===== config.mk =====
export PLATFORM = sky130hd
export DESIGN_NAME = uart_rx_os
export DESIGN_NICKNAME = d
export VERILOG_FILES = /design/src/rtl/uart_pkg.sv /design/src/rtl/uart_rx_sampler.sv /design/src/rtl/uart_rx_os.sv
export SDC_FILE = /design/constraint.sdc
export NUM_CORES = 1
export LEC_CHECK = 0
export BUFFER_PORTS_ARGS = -buffer_cell sky130_fd_sc_hd__buf_2
export CAP_MARGIN = 0
export CORE_ASPECT_RATIO = 2
export CORE_UTILIZATION = 56
export CTS_CLUSTER_SIZE = 25
export DETAILED_ROUTE_END_ITERATION = 16
export GPL_ROUTABILITY_DRIVEN = 0
export PLACE_DENSITY_LB_ADDON = 0.12
export RECOVER_POWER = 100
export SYNTH_ARGS = -nofsm -noshare
export SYNTH_HDL_FRONTEND = slang
export SYNTH_SLANG_ARGS = --single-unit

===== constraint.sdc =====
create_clock -name clk -period 1.79 [get_ports clk]
set_input_delay 0.4475 -clock clk [delete_from_list [all_inputs] [get_ports clk]]
set_output_delay 0.4475 -clock clk [all_outputs]
set_load 0.1 [all_outputs]

===== src/rtl/uart_pkg.sv =====
// uart_pkg: UART state encodings, tick constants and vote helper shared by uart_rx_os and uart_tx
package uart_pkg;
  localparam logic [1:0] IDLE = 2'd0, START = 2'd1, DATA = 2'd2, STOP = 2'd3;
  localparam int START_MID = 7;
  localparam int LAST_TICK = 15;
  function automatic logic maj3(input logic a, input logic b, input logic c);
    return (a & b) | (a & c) | (b & c);
  endfunction
endpackage


===== src/rtl/uart_rx_sampler.sv =====
// uart_rx_sampler: 2-flop rx synchroniser plus bit decision; UART_RX_MAJORITY_EN selects a 3-tick vote
module uart_rx_sampler
  import uart_pkg::*;
(
  input  logic clk,
  input  logic reset_n,
  input  logic rx,
  input  logic s_tick,
  output logic rxs,
  output logic bit_val
);
  logic rx_meta;
  always_ff @(posedge clk or negedge reset_n)
    if (!reset_n) {rxs, rx_meta} <= 2'b11;
    else {rxs, rx_meta} <= {rx_meta, rx};
`ifdef UART_RX_MAJORITY_EN
  logic [1:0] hist;
  // samples from the two previous s_ticks; with the live rxs they cover s-2..s at the deciding tick
  always_ff @(posedge clk or negedge reset_n)
    if (!reset_n) hist <= 2'b11;
    else if (s_tick) hist <= {hist[0], rxs};
  assign bit_val = maj3(hist[1], hist[0], rxs);
`else
  logic unused_s_tick;
  assign unused_s_tick = s_tick;
  assign bit_val = rxs;
`endif
endmodule


===== src/rtl/uart_rx_os.sv =====
// uart_rx_os: 16x oversampled UART receiver with 1-entry valid/ready buffer; optional UART_RX_MAJORITY_EN voting
module uart_rx_os
  import uart_pkg::*;
#(
  parameter int DBIT = 8,
  parameter int SB_TICK = 16
) (
  input  logic       clk,
  input  logic       reset_n,
  input  logic       rx,
  input  logic       s_tick,
  output logic [7:0] dout,
  output logic       rx_valid,
  input  logic       rx_ready,
  output logic       rx_done_tick,
  output logic       frame_err,
  output logic       overrun_tick
);
  logic       rxs, bit_val;
  logic [1:0] state;
  logic [4:0] s;
  logic [2:0] n;
  logic [7:0] b;
  logic       stop_end, good, load;
  uart_rx_sampler u_smp (
    .clk    (clk),
    .reset_n(reset_n),
    .rx     (rx),
    .s_tick (s_tick),
    .rxs    (rxs),
    .bit_val(bit_val)
  );
  // tick counter is 5 bits so 1.5 and 2 stop-bit settings (24/32 ticks) fit
  assign stop_end = state == STOP && s_tick && s == 5'(SB_TICK - 1);
  assign good     = stop_end & bit_val;
  assign load     = good & (!rx_valid | rx_ready);
  always_ff @(posedge clk or negedge reset_n)
    if (!reset_n) begin
      state <= IDLE;
      s     <= '0;
      n     <= '0;
      b     <= '0;
    end else case (state)
      IDLE:
        if (!rxs) begin
          state <= START;
          s     <= '0;
        end
      START:
        if (s_tick) begin
          if (s == 5'(START_MID)) begin
            state <= rxs ? IDLE : DATA;
            s     <= '0;
            n     <= '0;
          end else s <= s + 5'd1;
        end
      DATA:
        if (s_tick) begin
          if (s == 5'(LAST_TICK)) begin
            b     <= {bit_val, b[7:1]};
            s     <= '0;
            state <= n == 3'(DBIT - 1) ? STOP : DATA;
            n     <= n == 3'(DBIT - 1) ? n : n + 3'd1;
          end else s <= s + 5'd1;
        end
      default:
        if (s_tick) begin
          state <= s == 5'(SB_TICK - 1) ? IDLE : STOP;
          s     <= s == 5'(SB_TICK - 1) ? '0 : s + 5'd1;
        end
    endcase
  // a full buffer only refuses the new byte when the consumer is not taking the old one this cycle
  always_ff @(posedge clk or negedge reset_n)
    if (!reset_n) begin
      dout         <= '0;
      rx_valid     <= 1'b0;
      rx_done_tick <= 1'b0;
      frame_err    <= 1'b0;
      overrun_tick <= 1'b0;
    end else begin
      dout         <= load ? b >> (8 - DBIT) : dout;
      rx_valid     <= load | (rx_valid & !rx_ready);
      rx_done_tick <= load;
      frame_err    <= stop_end & !bit_val;
      overrun_tick <= good & rx_valid & !rx_ready;
    end
endmodule


# Yosys cells after proc, flatten, opt, wreduce, memory -nomap -nowiden
# Cells that the tools add are included.
[word_totals] register_bits=32 in_bits=5 out_inout_bits=12 word_cells=67
[classes] n_addsub=2 n_eq_ne=12 n_mux=22 n_bitwise=8 n_reduce_logical=12
[ops] op="2-to-1 mux 5 bit" count=5
[ops] op="2-to-1 mux 2 bit" count=8
[ops] op="2-to-1 mux 3 bit" count=5
[ops] op="!= test 2 bit, second input constant" count=6
[ops] op="AND reduction 6 bit" count=2
[ops] op="one-hot mux 5 bit (2 select lines)" count=1
[ops] op="bitwise AND 1 bit" count=6
[ops] op="one-hot mux 2 bit (3 select lines)" count=1
[ops] op="one-hot mux 3 bit (2 select lines)" count=1
[ops] op="AND reduction 3 bit" count=2
[ops] op="adder 5 x 1 -> 5 bit, second input constant" count=1
[ops] op="== test 5 x 3 -> 1 bit, second input constant" count=1
[ops] op="== test 5 x 4 -> 1 bit, second input constant" count=1
[ops] op="== test 2 bit, second input constant" count=2
[ops] op="nonzero test 2 bit" count=2
[ops] op="adder 3 x 1 -> 3 bit, second input constant" count=1
[ops] op="== test 3 bit, second input constant" count=1
[ops] op="logical NOT 1 bit" count=3
[ops] op="== test 2 x 1 -> 1 bit, second input constant" count=1
[ops] op="logical AND 1 bit" count=2
[ops] op="logical NOT 2 bit" count=1
[ops] op="OR 1 bit" count=2
[ops] op="2-to-1 mux 1 bit" count=1

# Depth between registers and ports, before layout
[logic_depth] depth_word=6 depth_mapped=6 ltp_nobuf=6

# Hierarchy
# Synthesis repeated with hierarchy kept, for this count alone.
[hier_totals] hier_cells=111 hier_area_um2=1403.8
[modules_own_cells] mod="uart_rx_os" instances=1 cells_each=108 area_per_inst_um2=1343.8 seq_area_each_um2=750.7
[modules_own_cells] mod="uart_rx_sampler" instances=1 cells_each=3 area_per_inst_um2=60.1 seq_area_each_um2=52.6

# Worst setup path after synthesis
# OpenSTA, ideal clock, no wires.
[synth_timing] path_kind="register to register" startpoint="register rx_valid" endpoint="register dout[0]" setup_time_ns=0.126 arrival_time_ns=1.697 required_time_ns=1.664 setup_slack_ns=-0.033 stages_incl_launch_ff=4 path_buffers=0 synth_period_minus_slack_ns=1.823 path_cell_list="dfrtp_1 > nand2b_1 > nand4_2 > mux2_2"
[synth_via] elab_chain_cells=3
[synth_lines] item="from (decl)" line="uart_rx_os.sv:13" source="output logic rx_valid,"
[synth_lines] item="from (signal assigned)" line="uart_rx_os.sv:82" source="rx_valid <= load | (rx_valid & !rx_ready);"
[synth_lines] item="logical NOT 1 bit" line="uart_rx_os.sv:36" source="assign load = good & (!rx_valid | rx_ready);"
[synth_lines] item="OR 1 bit" line="uart_rx_os.sv:36"
[synth_lines] item="bitwise AND 1 bit" line="uart_rx_os.sv:36"
[synth_lines] item="to (signal assigned)" line="uart_rx_os.sv:81" source="dout <= load ? b >> (8 - DBIT) : dout;"
[synth_lines] item="to (decl)" line="uart_rx_os.sv:12" source="output logic [7:0] dout,"
# Every way passes these cells.
# A chain may end at the register's enable or synchronous reset.

# Worst setup path in the final report
[layout_timing] startpoint="register s[0]" endpoint="register dout[6]"
[layout_via] elab_chain_cells=4
[layout_lines] item="from (decl)" line="uart_rx_os.sv:21" source="logic [4:0] s;"
[layout_lines] item="from (signal assigned)" line="uart_rx_os.sv:55" source="end else s <= s + 5'd1;"
[layout_lines] item="from (signal assigned)" line="uart_rx_os.sv:64" source="end else s <= s + 5'd1;"
[layout_lines] item="from (signal assigned)" line="uart_rx_os.sv:69" source="s <= s == 5'(SB_TICK - 1) ? '0 : s + 5'd1;"
[layout_lines] item="== test 5 x 4 -> 1 bit" line="uart_rx_os.sv:34" source="assign stop_end = state == STOP && s_tick && s == 5'(SB_TICK - 1);"
[layout_lines] item="logical AND 1 bit" line="uart_rx_os.sv:34"
[layout_lines] item="bitwise AND 1 bit" line="uart_rx_os.sv:35" source="assign good = stop_end & bit_val;"
[layout_lines] item="bitwise AND 1 bit" line="uart_rx_os.sv:36"
# Every way passes these cells.

==> flow_summary.ini <==
[outcome]
outcome = finished, final reports clean

[sta]
drv_slew = 0
setup_tns_ps = 0
final.setup_skew_ps = 8.701
hold_viol = 0
setup_ws_ps = 131.6
setup_violations = 0
maxSlewHeadroom_pct = 33.62
fmax_mhz = 603.0
worst_pin_slew_ps = 995.6
period_minus_slack_ps = 1658
rsz0062_at_grt = no
timing.final.crit_share_pct = 92.65

[setup_path]
crit_buf_inv = 0
crit_family = simple AND/OR/NAND/NOR gates
cp-start-kind = flop
cp.required_ps = 1950
critPathCaptureType = flop
worstPathArrival_ps = 1820
critPathKind = reg2reg
slowest_stage = dfrtp_1
crit_fanout = 8
max_stage_delay_ps = 380
crit_chain = ha_1 > nand4_2 > nor2_2 > nand4_4 > mux2_2

[global_route]
grt_max_degree = 20
grt_pass1_wl_um = 4657
overflow = 0
antenna_found_initial = 0
grt.total_usage_pct = 23.94
grt_pass1_vias = 1070

[placement]
place_area_um2 = 1622
port_buffers = 16
dp_slack_ps = 68.89
hpwl_um = 2072

[clock_tree]
cts.sinks = 32
holdBufCountCts = 0
cts_buffer_depth = 2
clkTransAtPathRegs_ps = 70
cts_buffers = 5
htreeDepth = 2
clk_latency_ps = 280
cts_root_buf = clkbuf_8
cts_setup_buffers = 0
cts-resized-gates = 0
cts_tree = done

[finish]
multi_input_area_um2 = 628.1
layout_commonest_cell = dfrtp_1
final_layout_size_suffix_gt1_share_pct = 35.57
final_area_um2 = 1717
antenna_cells = 0
area_growth_pct = 17.67
fin_util_pct = 71.27
fillCellCount = 170
nNetsFinal = 157
seq_area_um2 = 804.5
final_cell_mix = dfrtp_1, mux2_2, nand2_1

[logic_synthesis]
ys_ff_latch = 32
avgSynthCellArea_um2 = 12.16
seq_area_frac_synth_pct = 55.06
ys_warn_count = 0
syn-cell-area_um2 = 1459
syn-instance-count = 120
synth_fp_nets = 129
ys_types = 34

[floorplanning]
dieWidth_um = 38.09
io_pins = 17
row_count = 25
die_h_um = 74.18
start_util_pct = 60.57
coreArea_um2 = 2409
die-area_um2 = 2826

[drt]
drt_iter0_drc = 18
firstDrtPassIters = 4
vias = 1042
drt_wl_total_um = 2791
drc = 0
drt-wirelength-per-cell_um = 15.86
antenna_left = 0
avgViaCountPerCell = 5.920

[worst_hold_path]
hp-class = in2reg

[power]
vdd_drop_max_v = 0.0008676
powerDensity_nw_per_um2 = 1019
p_leak_nw = 0.8348
total_power_mw = 1.750

[run]
drv_cap = 0
==> flip-flops by register name, indices dropped and copies added (netlist names) <==
| signal | cells |
|---|---|
| b | 8 |
| dout | 8 |
| frame_err | 1 |
| n | 3 |
| overrun_tick | 1 |
| rx_done_tick | 1 |
| rx_valid | 1 |
| s | 5 |
| state | 2 |
| u_smp.bit_val | 1 |
| u_smp.rx_meta | 1 |
==> Yosys cell counts <==
library cell / n / area (um2)
o21a_1: 3 / 22.52
dfrtp_1: 30 / 750.7
buf_2: 1 / 5.000
clkbuf_1: 2 / 7.510
nand3_1: 5 / 25.02
nor2_2: 1 / 6.260
mux2_2: 16 / 180.2
o211ai_1: 3 / 22.52
and4b_1: 1 / 10.01
o22ai_1: 1 / 6.260
o21ai_0: 5 / 25.02
a22o_1: 3 / 26.28
nand2b_1: 2 / 12.51
o41ai_1: 2 / 17.52
nor2_1: 4 / 15.01
buf_4: 1 / 7.510
xnor2_1: 1 / 8.760
ha_1: 4 / 50.05
nor3b_1: 2 / 15.01
nor4_4: 1 / 21.27
nand2_1: 13 / 48.80
nor3_1: 1 / 5.000
inv_2: 1 / 3.750
or3_4: 1 / 11.26
nand4_2: 2 / 25.02
a221o_1: 2 / 20.02
and2_1: 2 / 12.51
inv_1: 2 / 7.510
nand3b_1: 1 / 7.510
a211oi_1: 1 / 7.510
o21ai_1: 1 / 5.000
nor2b_1: 2 / 12.51
dfstp_2: 2 / 52.55
a21oi_1: 1 / 5.000
==> worst register-to-register path, stage by stage, from the launching register on <==
cell and delay (ps):
dfrtp_1 380, ha_1 260, nand4_2 170, nor2_2 200, nand4_4 190, mux2_2 320
==> kinds of logic after synthesis <==
| logic type | count (synthesis) | synth area share, % |
|---|---|---|
| compound gates | 22 | 10.81 |
| xor+xnor | 1 | 0.6005 |
| fa+ha+maj | 4 | 3.431 |
| buf+inv | 7 | 2.144 |
| flops | 32 | 55.06 |
| mux | 16 | 12.35 |
| simple gates | 38 | 15.61 |
==> layout make-up <==
cell class	instances	area share (%)
flip-flops and latches	32	46.87
multi-input cells	81	36.59
repair buffers	25	8.090
clock buffers	8	5.831
well taps	27	1.968
inverters	3	0.6560
==> through the flow <==
step,hold WS [ps],cells
2_1_floorplan,151.9,120
3_3_place_gp,346.4,168
3_5_place_dp,349.8,168
4_1_cts,106.4,176
5_1_grt,255.4,176
6_report,264.3,176
==> where the power goes <==
part / leakage [nW] / internal (mW) / total (mW) / switching, mW
Sequential: 0.415 / 0.784 / 0.866 / 0.0822
Combinational: 0.369 / 0.127 / 0.284 / 0.156
Clock: 0.0515 / 0.350 / 0.600 / 0.250
==> final timing paths <==
check	to	slack, ps	cells after the start	from
max in group asynchronous	b[4]$_DFFE_PN0P_	420	2	reset_n
min reg2reg	u_smp.bit_val$_DFF_PN1_	360	0	u_smp.rx_meta$_DFF_PN1_
max reg2reg	dout[6]$_DFFE_PN0P_	130	5	s[0]$_DFFE_PN0P_
min in group asynchronous	n[0]$_DFFE_PN0P_	310	1	reset_n
max	dout[6]$_DFFE_PN0P_	130	5	s[0]$_DFFE_PN0P_
min	u_smp.rx_meta$_DFF_PN1_	260	1	rx
==> per-layer routing <==
| layer | GRT usage (%) | wire, um | vias up |
|---|---|---|---|
| met4 | 13.49 | 91 | 0 |
| met2 | 40.87 | 1582 | 22 |
| met5 | 0 | 0 | - |
| met3 | 6.866 | 91 | 10 |
| li1 | - | - | 489 |
| met1 | 25.00 | 1026 | 521 |
No activity file was read; power rests on OpenSTA's default activity.
